File: config.mk
export PLATFORM = sky130hd
export DESIGN_NAME = phase_diff
export DESIGN_NICKNAME = d
export VERILOG_FILES = /design/src/rtl/phase_diff_pkg.sv /design/src/rtl/phase_diff_axis_skid_reg.sv /design/src/rtl/phase_diff.sv
export SDC_FILE = /design/constraint.sdc
export NUM_CORES = 1
export LEC_CHECK = 0
export CORE_MARGIN = 2
export CORE_UTILIZATION = 31
export DETAILED_ROUTE_END_ITERATION = 12
export SLEW_MARGIN = 20
export SYNTH_ARGS = -nofsm -noshare
export SYNTH_HDL_FRONTEND = slang
export SYNTH_SLANG_ARGS = --single-unit
File: constraint.sdc
create_clock -name clk -period 4 [get_ports clk]
set_input_delay 0.6 -clock clk [delete_from_list [all_inputs] [get_ports clk]]
set_output_delay 0.6 -clock clk [all_outputs]
set_load 0.01 [all_outputs]
File: src/rtl/phase_diff_pkg.sv
// Shared RFNoC phase constants; the default width is common to the
// phase accumulator and the phase differentiator.
package phase_diff_pkg;

  localparam int PHASE_WIDTH = 16;

endpackage

File: src/rtl/phase_diff_axis_skid_reg.sv
// Generic registered 2-entry AXI-Stream skid stage (main + skid register).
// Upstream ready is a registered flag and never looks at downstream ready.
module axis_skid_reg #(
  parameter int WIDTH = 17
) (
  input  logic             clk,
  input  logic             reset,
  input  logic             clear,
  input  logic [WIDTH-1:0] i_data,
  input  logic             i_valid,
  output logic             i_ready,
  output logic [WIDTH-1:0] o_data,
  output logic             o_valid,
  input  logic             o_ready
);

  logic [WIDTH-1:0] skid_data;
  logic             skid_valid;
  logic             in_fire;
  logic             load_main;

  assign i_ready = !skid_valid;

  always_comb begin
    in_fire   = i_valid && !skid_valid;
    load_main = !o_valid || o_ready;
  end

  // Main refills from the skid first so order is preserved; the skid only
  // catches a beat when main is full and not draining this cycle.
  always_ff @(posedge clk) begin
    if (reset || clear) begin
      o_valid    <= 1'b0;
      o_data     <= '0;
      skid_valid <= 1'b0;
      skid_data  <= '0;
    end else if (load_main) begin
      if (skid_valid) begin
        o_valid    <= 1'b1;
        o_data     <= skid_data;
        skid_valid <= 1'b0;
      end else if (in_fire) begin
        o_valid <= 1'b1;
        o_data  <= i_data;
      end else begin
        o_valid <= 1'b0;
      end
    end else if (in_fire) begin
      skid_valid <= 1'b1;
      skid_data  <= i_data;
    end
  end

endmodule

File: src/rtl/phase_diff.sv
// Phase differentiator: turns a stream of phase samples into per-sample
// wrapping increments, restarting history at every packet boundary.
import phase_diff_pkg::*;

module phase_diff #(
  parameter int WIDTH = PHASE_WIDTH
) (
  input  logic             clk,
  input  logic             reset,
  input  logic             clear,
  input  logic [WIDTH-1:0] i_tdata,
  input  logic             i_tlast,
  input  logic             i_tvalid,
  output logic             i_tready,
  output logic [WIDTH-1:0] o_tdata,
  output logic             o_tlast,
  output logic             o_tvalid,
  input  logic             o_tready
);

  typedef enum logic {
    ST_FIRST = 1'b0,
    ST_RUN   = 1'b1
  } state_t;

  state_t           state;
  state_t           state_next;
  logic [WIDTH-1:0] prev;
  logic [WIDTH-1:0] diff;
  logic             accept;
  logic [WIDTH:0]   skid_out;

  assign accept = i_tvalid && i_tready;

  always_ff @(posedge clk) begin
    if (reset || clear) begin
      state <= ST_FIRST;
      prev  <= '0;
    end else begin
      state <= state_next;
      if (accept) begin
        prev <= i_tdata;
      end
    end
  end

  // Subtraction wraps modulo one turn, so crossing the +/- half-turn
  // boundary yields the short-way increment rather than a huge jump.
  always_comb begin
    state_next = state;
    diff       = '0;
    if (state == ST_RUN) begin
      diff = i_tdata - prev;
    end
    if (accept) begin
      state_next = i_tlast ? ST_FIRST : ST_RUN;
    end
  end

  axis_skid_reg #(
    .WIDTH(WIDTH + 1)
  ) u_skid (
    .clk    (clk),
    .reset  (reset),
    .clear  (clear),
    .i_data ({i_tlast, diff}),
    .i_valid(i_tvalid),
    .i_ready(i_tready),
    .o_data (skid_out),
    .o_valid(o_tvalid),
    .o_ready(o_tready)
  );

  assign {o_tlast, o_tdata} = skid_out;

endmodule

==> reports/qor.csv, run 1 <==
stage,metric,value,unit
yosys,net count after synthesis,403,
placement,port buffer count,40,
clock_network,root buffer cell,clkbuf_8,
yosys,most area-consuming cells after synthesis,"dfxtp_1 37%, a21oi_1 8.5%, nand2_1 7.5%",
route,initial DRC count,102,
sta,setup TNS,0,ns
placement,Final HPWL DP,5020,microns
layout,Diodes inserted,0,
critical_path,Critical Path Source Type,primary input,
min_path,Hold Path Stages,2,
sta,max-slew violation count,0,
die,initial core utilization,31.6,%
global_routing,GRT overflow,0,
yosys,"EDFF count, synth",0,
yosys,most used flip-flop cell after synthesis,dfxtp_1,
clock_network,worst skew pair latency,0.32,ns
yosys,Synth Area per Inst,7.93,sq um
critical_path,Reg2Reg Depth,7,
yosys,sequential fraction of the synthesis area,36.7,%
sta,Clock Skew,0.00933,ns
clock_network,clk sinks,53,
route,Routed WL,6980,microns
sta,Final setup viols,0,
clock_network,postcts setup bufs,0,
layout,area grow syn2layout,20.8,%
yosys,Post-synth ARST share,0,%
yosys,synthesized cell area,2890,sq um
die,Cell Rows,35,
global_routing,vias in the first global route,2396,
critical_path,"Max FO, Critical Path",3,
sta,worst relative slew slack,33.5,%
layout,layout cells sized above 1,7.52,%
yosys,largest area contributor in the netlist,dfxtp_1,
critical_path,Worst EP required,4.22,ns
clock_network,cts bufs inserted,5,
clock_network,hold buffer count at cts,0,
yosys,Cells after Synth,364,
layout,final instance area,3490,sq um
critical_path,CP Class,primary input to register,
power_and_ir_drop,PwrDens,313,nW/um^2
placement,Placer Congestion,0.812,
critical_path,Arrival @ worst endpoint,2.94,ns
yosys,#FFs+latches synth,53,
global_routing,initial antenna violation count,0,
die,Die ar.,10100,sq um
min_path,hold endpoint,u_skid.skid_data[11]$_SDFFE_PP0P_,
global_routing,first-pass GRT wire length,11800,microns
global_routing,Total GRT Usage,14.6,%
sta,period utilization,68.1,%
clock_network,# resized after CTS,0,
die,core area,9150,sq um
placement,Area after DPL,3390,sq um
layout,fill cell count,968,
sta,Tmin final,2.72,ns
clock_network,"Reg clk slew, reported paths",0.10,ns
clock_network,CTS tree,done,
sta,Least-Margin Pin Slew,0.997,ns
yosys,yosys warns,0,
die,I/O pin cnt,41,
route,Wirelength per Cell,13.7,microns
yosys,"count leader, synth",nand2_1,
power_and_ir_drop,Leakage Power,1.26,nW
route,ANT nets after route,0,
yosys,Synth cell types,53,
die,Die H,101,microns
route,detailed-route vias per instance,5.12,
clock_network,CTS HTree Levels,2,
critical_path,reg-to-reg endpoint,u_skid.skid_data[10]$_SDFFE_PP0P_,
global_routing,pin count of the biggest net entering global routing,28,
layout,layout net count,437,
critical_path,"setup slack, reg-to-reg",1.71,ns
critical_path,FF-to-FF Start,u_skid.skid_valid$_SDFFE_PP0P_,
min_path,Worst Hold Class,register to register,
route,drt drc,0,
yosys,Synth top area share,36.7,%
route,First-pass DRT Iterations,4,
sta,fmax,367,MHz
power_and_ir_drop,Max IR drop VDD,0.000122,V
route,vias after detailed routing,2611,
sta,Fin. Hold Viols,0,
min_path,min-delay src,u_skid.skid_data[11]$_SDFFE_PP0P_,
clock_network,Longest Clk Path Bufs,2,
job,max-cap viol count,0,
sta,RSZ-0062 raised after global routing,no,
critical_path,critical path capture point type,register,
yosys,synth cell count leaders,"58 x nand2_1, 53 x dfxtp_1, 49 x a21oi_1",
status,status,"finished, final reports clean",
die,Die Wd,101,microns
-- per-stage QoR --
stage | worst slack (ns) | power (mW) | utilization (%) | hold WS [ns] | cells
after floorplan | 1.66 | 0.703 | - | 0.423 | 364
after global placement | 1.03 | 0.775 | 37.1 | 0.432 | 502
after detailed placement | 0.939 | 0.778 | 37.1 | 0.438 | 502
after CTS | 1.27 | 1.10 | 38.1 | 0.453 | 510
after global routing | 1.11 | 1.16 | 38.1 | 0.481 | 510
final | 1.28 | 1.09 | 38.1 | 0.451 | 510
-- final cells by class --
type / instances / area, sq um / area share (%)
Clock buffer: 5 / 68.8 / 1.97
Clock inverter: 3 / 25.0 / 0.717
Inverter: 19 / 71.3 / 2.04
Multi-Input combinational cell: 273 / 1680 / 48.1
Sequential cell: 53 / 1060 / 30.4
Tap cell: 111 / 139 / 3.98
Timing Repair Buffer: 46 / 445 / 12.8
-- worst max path at each step --
stage               startpoint  depth (start not counted)                        endpoint
detailed placement  i_tdata[0]                         10  u_skid.o_data[12]$_SDFFE_PP0P_
global placement    i_tdata[0]                         10  u_skid.o_data[12]$_SDFFE_PP0P_
floorplan           i_tdata[0]                          9  u_skid.o_data[12]$_SDFFE_PP0P_
CTS                 i_tdata[0]                         10  u_skid.o_data[12]$_SDFFE_PP0P_
global route        i_tdata[0]                         10  u_skid.o_data[12]$_SDFFE_PP0P_
finish              i_tdata[0]                         10  u_skid.o_data[12]$_SDFFE_PP0P_
-- metal layers --
| metal | GRT usage, % | vias up | part of all wire, % | wire length, microns |
|---|---|---|---|---|
| met1 | 20.4 | 1206 | 51 | 3580 |
| met3 | 2.84 | 7 | 3.9 | 271 |
| li1 | - | 1344 | - | - |
| met5 | 0 | - | 0 | 0 |
| met4 | 3.16 | 0 | 0.89 | 62 |
| met2 | 23.3 | 54 | 44 | 3070 |
-- kinds of logic after synthesis --
family	count (synthesis)	share of synthesized area [%]
AO/OA/AOI/OAI	113	25.3
XOR/XNOR	12	3.64
adder cells (fa/ha/maj)	17	7.63
buffers and inverters	38	5.16
flip-flops	53	36.7
multiplexers	2	0.866
AND/OR/NAND/NOR	129	20.7
-- layout by cell type, fill, tap and decap left out, types with 6 or more instances in the layout --
master           netlist  layout
nor3_1                 6       6
xor2_1                 6       6
dfxtp_1               53      53
o21ai_0               11      11
xnor2_1                6       6
a21oi_1               49      49
nand2_1               58      58
clkdlybuf4s50_1        0      40
buf_4                  0       6
nand3_1               11      11
ha_1                  16      16
inv_1                 18      18
nor2_1                24      24
o21ai_1               13      13
-- where the power goes --
group	total, mW	internal [mW]	switching, mW
clock	0.326	0.127	0.199
sequential	0.547	0.539	0.00735
combinational	0.220	0.0953	0.124
-- state kept, by name, indices dropped and copies added, names as in the netlist --
signal             flops
u_skid.o_data         17
prev                  16
u_skid.o_valid         1
u_skid.skid_data      17
u_skid.skid_valid      1
state                  1
-- worst max-delay path, cell delays in order --
cell	delay (ns)
clkdlybuf4s50_1	0.48
inv_1	0.06
ha_1	0.21
fa_1	0.45
nor2b_4	0.15
o2111ai_1	0.18
a21oi_2	0.27
o41ai_2	0.11
xor2_1	0.16
a311oi_1	0.27
No activity file was read; power rests on OpenSTA's default activity.
==> run 2: changes to the inputs <==
==> constraint.sdc (replaced) <==
create_clock -name clk -period 2.5 [get_ports clk]
set_input_delay 0.375 -clock clk [delete_from_list [all_inputs] [get_ports clk]]
set_output_delay 0.375 -clock clk [all_outputs]
set_load 0.01 [all_outputs]
==> run 2 against run 1 <==
  * Clock-buffer cell count is the same
  * Via count up 2.6%
  * Register-to-register slack worse by 1.3 ns
  * Critical path type unchanged
  * Sequential share of layout area is 2.0 points lower
  * Sequential cell count unchanged
  * Combinational power grew 79%
  * Die area stayed put
  * First-iteration DRC count is 2.0% higher
  * Highest routed layer unchanged
  * Largest cell class unchanged
==> reports/qor.csv, run 2 (synthesis gave the netlist of run 1 again) <==
stage,metric,value,unit
die,initial core utilization,31.6,%
layout,layout net count,462,
route,Routed WL,6970,microns
die,Die H,101,microns
clock_network,CTS tree,done,
global_routing,vias in the first global route,2531,
route,vias after detailed routing,2678,
global_routing,GRT overflow,0,
sta,RSZ-0062 raised after global routing,no,
sta,Final setup viols,0,
route,met3 routed WL,293,microns
placement,Final HPWL DP,5450,microns
sta,fmax,450,MHz
placement,Placer Congestion,0.897,
power_and_ir_drop,Max IR drop VDD,0.000203,V
route,First-pass DRT Iterations,4,
global_routing,Total GRT Usage,14.5,%
global_routing,first-pass GRT wire length,11800,microns
power_and_ir_drop,Leakage Power,1.40,nW
job,max-cap viol count,0,
clock_network,root buffer cell,clkbuf_8,
layout,layout cells sized above 1,13.7,%
clock_network,CTS HTree Levels,2,
sta,worst relative slew slack,52.3,%
route,Wirelength per Cell,13.0,microns
critical_path,"setup slack, reg-to-reg",0.37,ns
clock_network,"Reg clk slew, reported paths",0.10,ns
clock_network,postcts setup bufs,0,
sta,max-slew violation count,0,
die,Die Wd,101,microns
die,core area,9150,sq um
critical_path,Worst EP required,2.77,ns
layout,Util after Layout,40.8,%
sta,Clock Skew,0.00879,ns
layout,"most common cell after layout, fill and taps aside",nand2_1,
sta,Fin. Hold Viols,0,
layout,area grow syn2layout,29.2,%
die,I/O pin cnt,41,
clock_network,cts bufs inserted,5,
route,ANT nets after route,0,
critical_path,critical path capture point type,register,
placement,port buffer count,40,
die,Die ar.,10100,sq um
layout,"commonest cells after routing, fill and taps aside","58 x nand2_1, 53 x dfxtp_1, 49 x a21oi_1",
route,initial DRC count,104,
global_routing,initial antenna violation count,0,
route,detailed-route vias per instance,5.01,
status,status,"finished, final reports clean",
layout,largest registers,"u_skid.o_data: 17 flops, u_skid.skid_data: 17 flops, prev: 16 flops",
sta,minimum hold slack,0.337,ns
critical_path,Critical Path Source Type,primary input,
route,WL met1,3550,microns
placement,total placed cells including tap cells,527,
sta,fin worst setup slack,0.277,ns
route,drt drc,0,
clock_network,worst skew pair latency,0.31,ns
layout,Diodes inserted,0,
critical_path,"Max FO, Critical Path",3,
placement,Place WS,-0.284,ns
critical_path,Arrival @ worst endpoint,2.49,ns
route,met2 WL,3030,microns
sta,period utilization,88.9,%
power_and_ir_drop,PwrDens,499,nW/um^2
min_path,Worst Hold Class,primary input to register,
die,Cell Rows,35,
global_routing,pin count of the biggest net entering global routing,19,
clock_network,clk sinks,53,
sta,Least-Margin Pin Slew,0.710,ns
critical_path,CP Class,primary input to register,
sta,setup TNS,0,ns
layout,fin cells,535,
clock_network,Longest Clk Path Bufs,2,
sta,Tmin final,2.22,ns
route,Max Used Layer,met4,
run 2: cell count changes in the layout (fill, tap and decap cells not counted), sizes merged:
cell,change
buf,+25
bufinv,+1
clkdlybuf4s50,-1
dlymetal6s2s,+1
inv,-1
run 2: report_power, final:
part           leakage (nW)  total (mW)  internal [mW]  switching [mW]
combinational         0.913       0.394          0.183           0.211
sequential            0.430       0.873          0.863          0.0101
clock                0.0543       0.595          0.300           0.295
total                  1.40        1.86           1.35           0.516
run 2: layout make-up:
type,count,area (sq um)
clock inverters,3,46.3
fillers,911,5420
repair buffers,71,636
multi-input cells,273,1710
well taps,111,139
inverters,19,71.3
clock buffers,5,68.8
flip-flops and latches,53,1060
run 2: layer usage:
metal / up-vias / global-route usage [%]
met4: 0 / 4.53
li1: 1399 / -
met2: 60 / 23.1
met5: - / 0
met3: 8 / 2.50
met1: 1211 / 20.1
run 2: what timing repair did:
action	in CTS	in global routing
resized for setup	0	6
endpoints found under the setup margin	0	5
hold buffers	0	0
run 2: worst paths after layout:
path	cells after the start	end	startpoint
worst min register to register	2	u_skid.skid_data[13]$_SDFFE_PP0P_	u_skid.skid_data[13]$_SDFFE_PP0P_
worst min-delay path	3	prev[0]$_SDFFE_PP0P_	i_tdata[0]
worst max-delay path	8	u_skid.o_data[7]$_SDFFE_PP0P_	i_tdata[1]
worst max register to register	8	u_skid.o_data[7]$_SDFFE_PP0P_	prev[1]$_SDFFE_PP0P_
run 2: metrics by stage:
stage          power [mW]  area, sq um
3_5_place_dp         1.28         3580
2_1_floorplan        1.12         2890
6_report             1.86         3730
3_3_place_gp         1.27         3580
4_1_cts              1.88         3700
5_1_grt              1.96         3730
run 2: critical path, cell delays in order:
cell             delay, ns
clkdlybuf4s50_1       0.44
ha_1                  0.28
nor2b_1               0.17
o2111ai_1             0.21
a32oi_2               0.41
mux2_4                0.35
o21ai_2               0.11
o211a_1               0.14
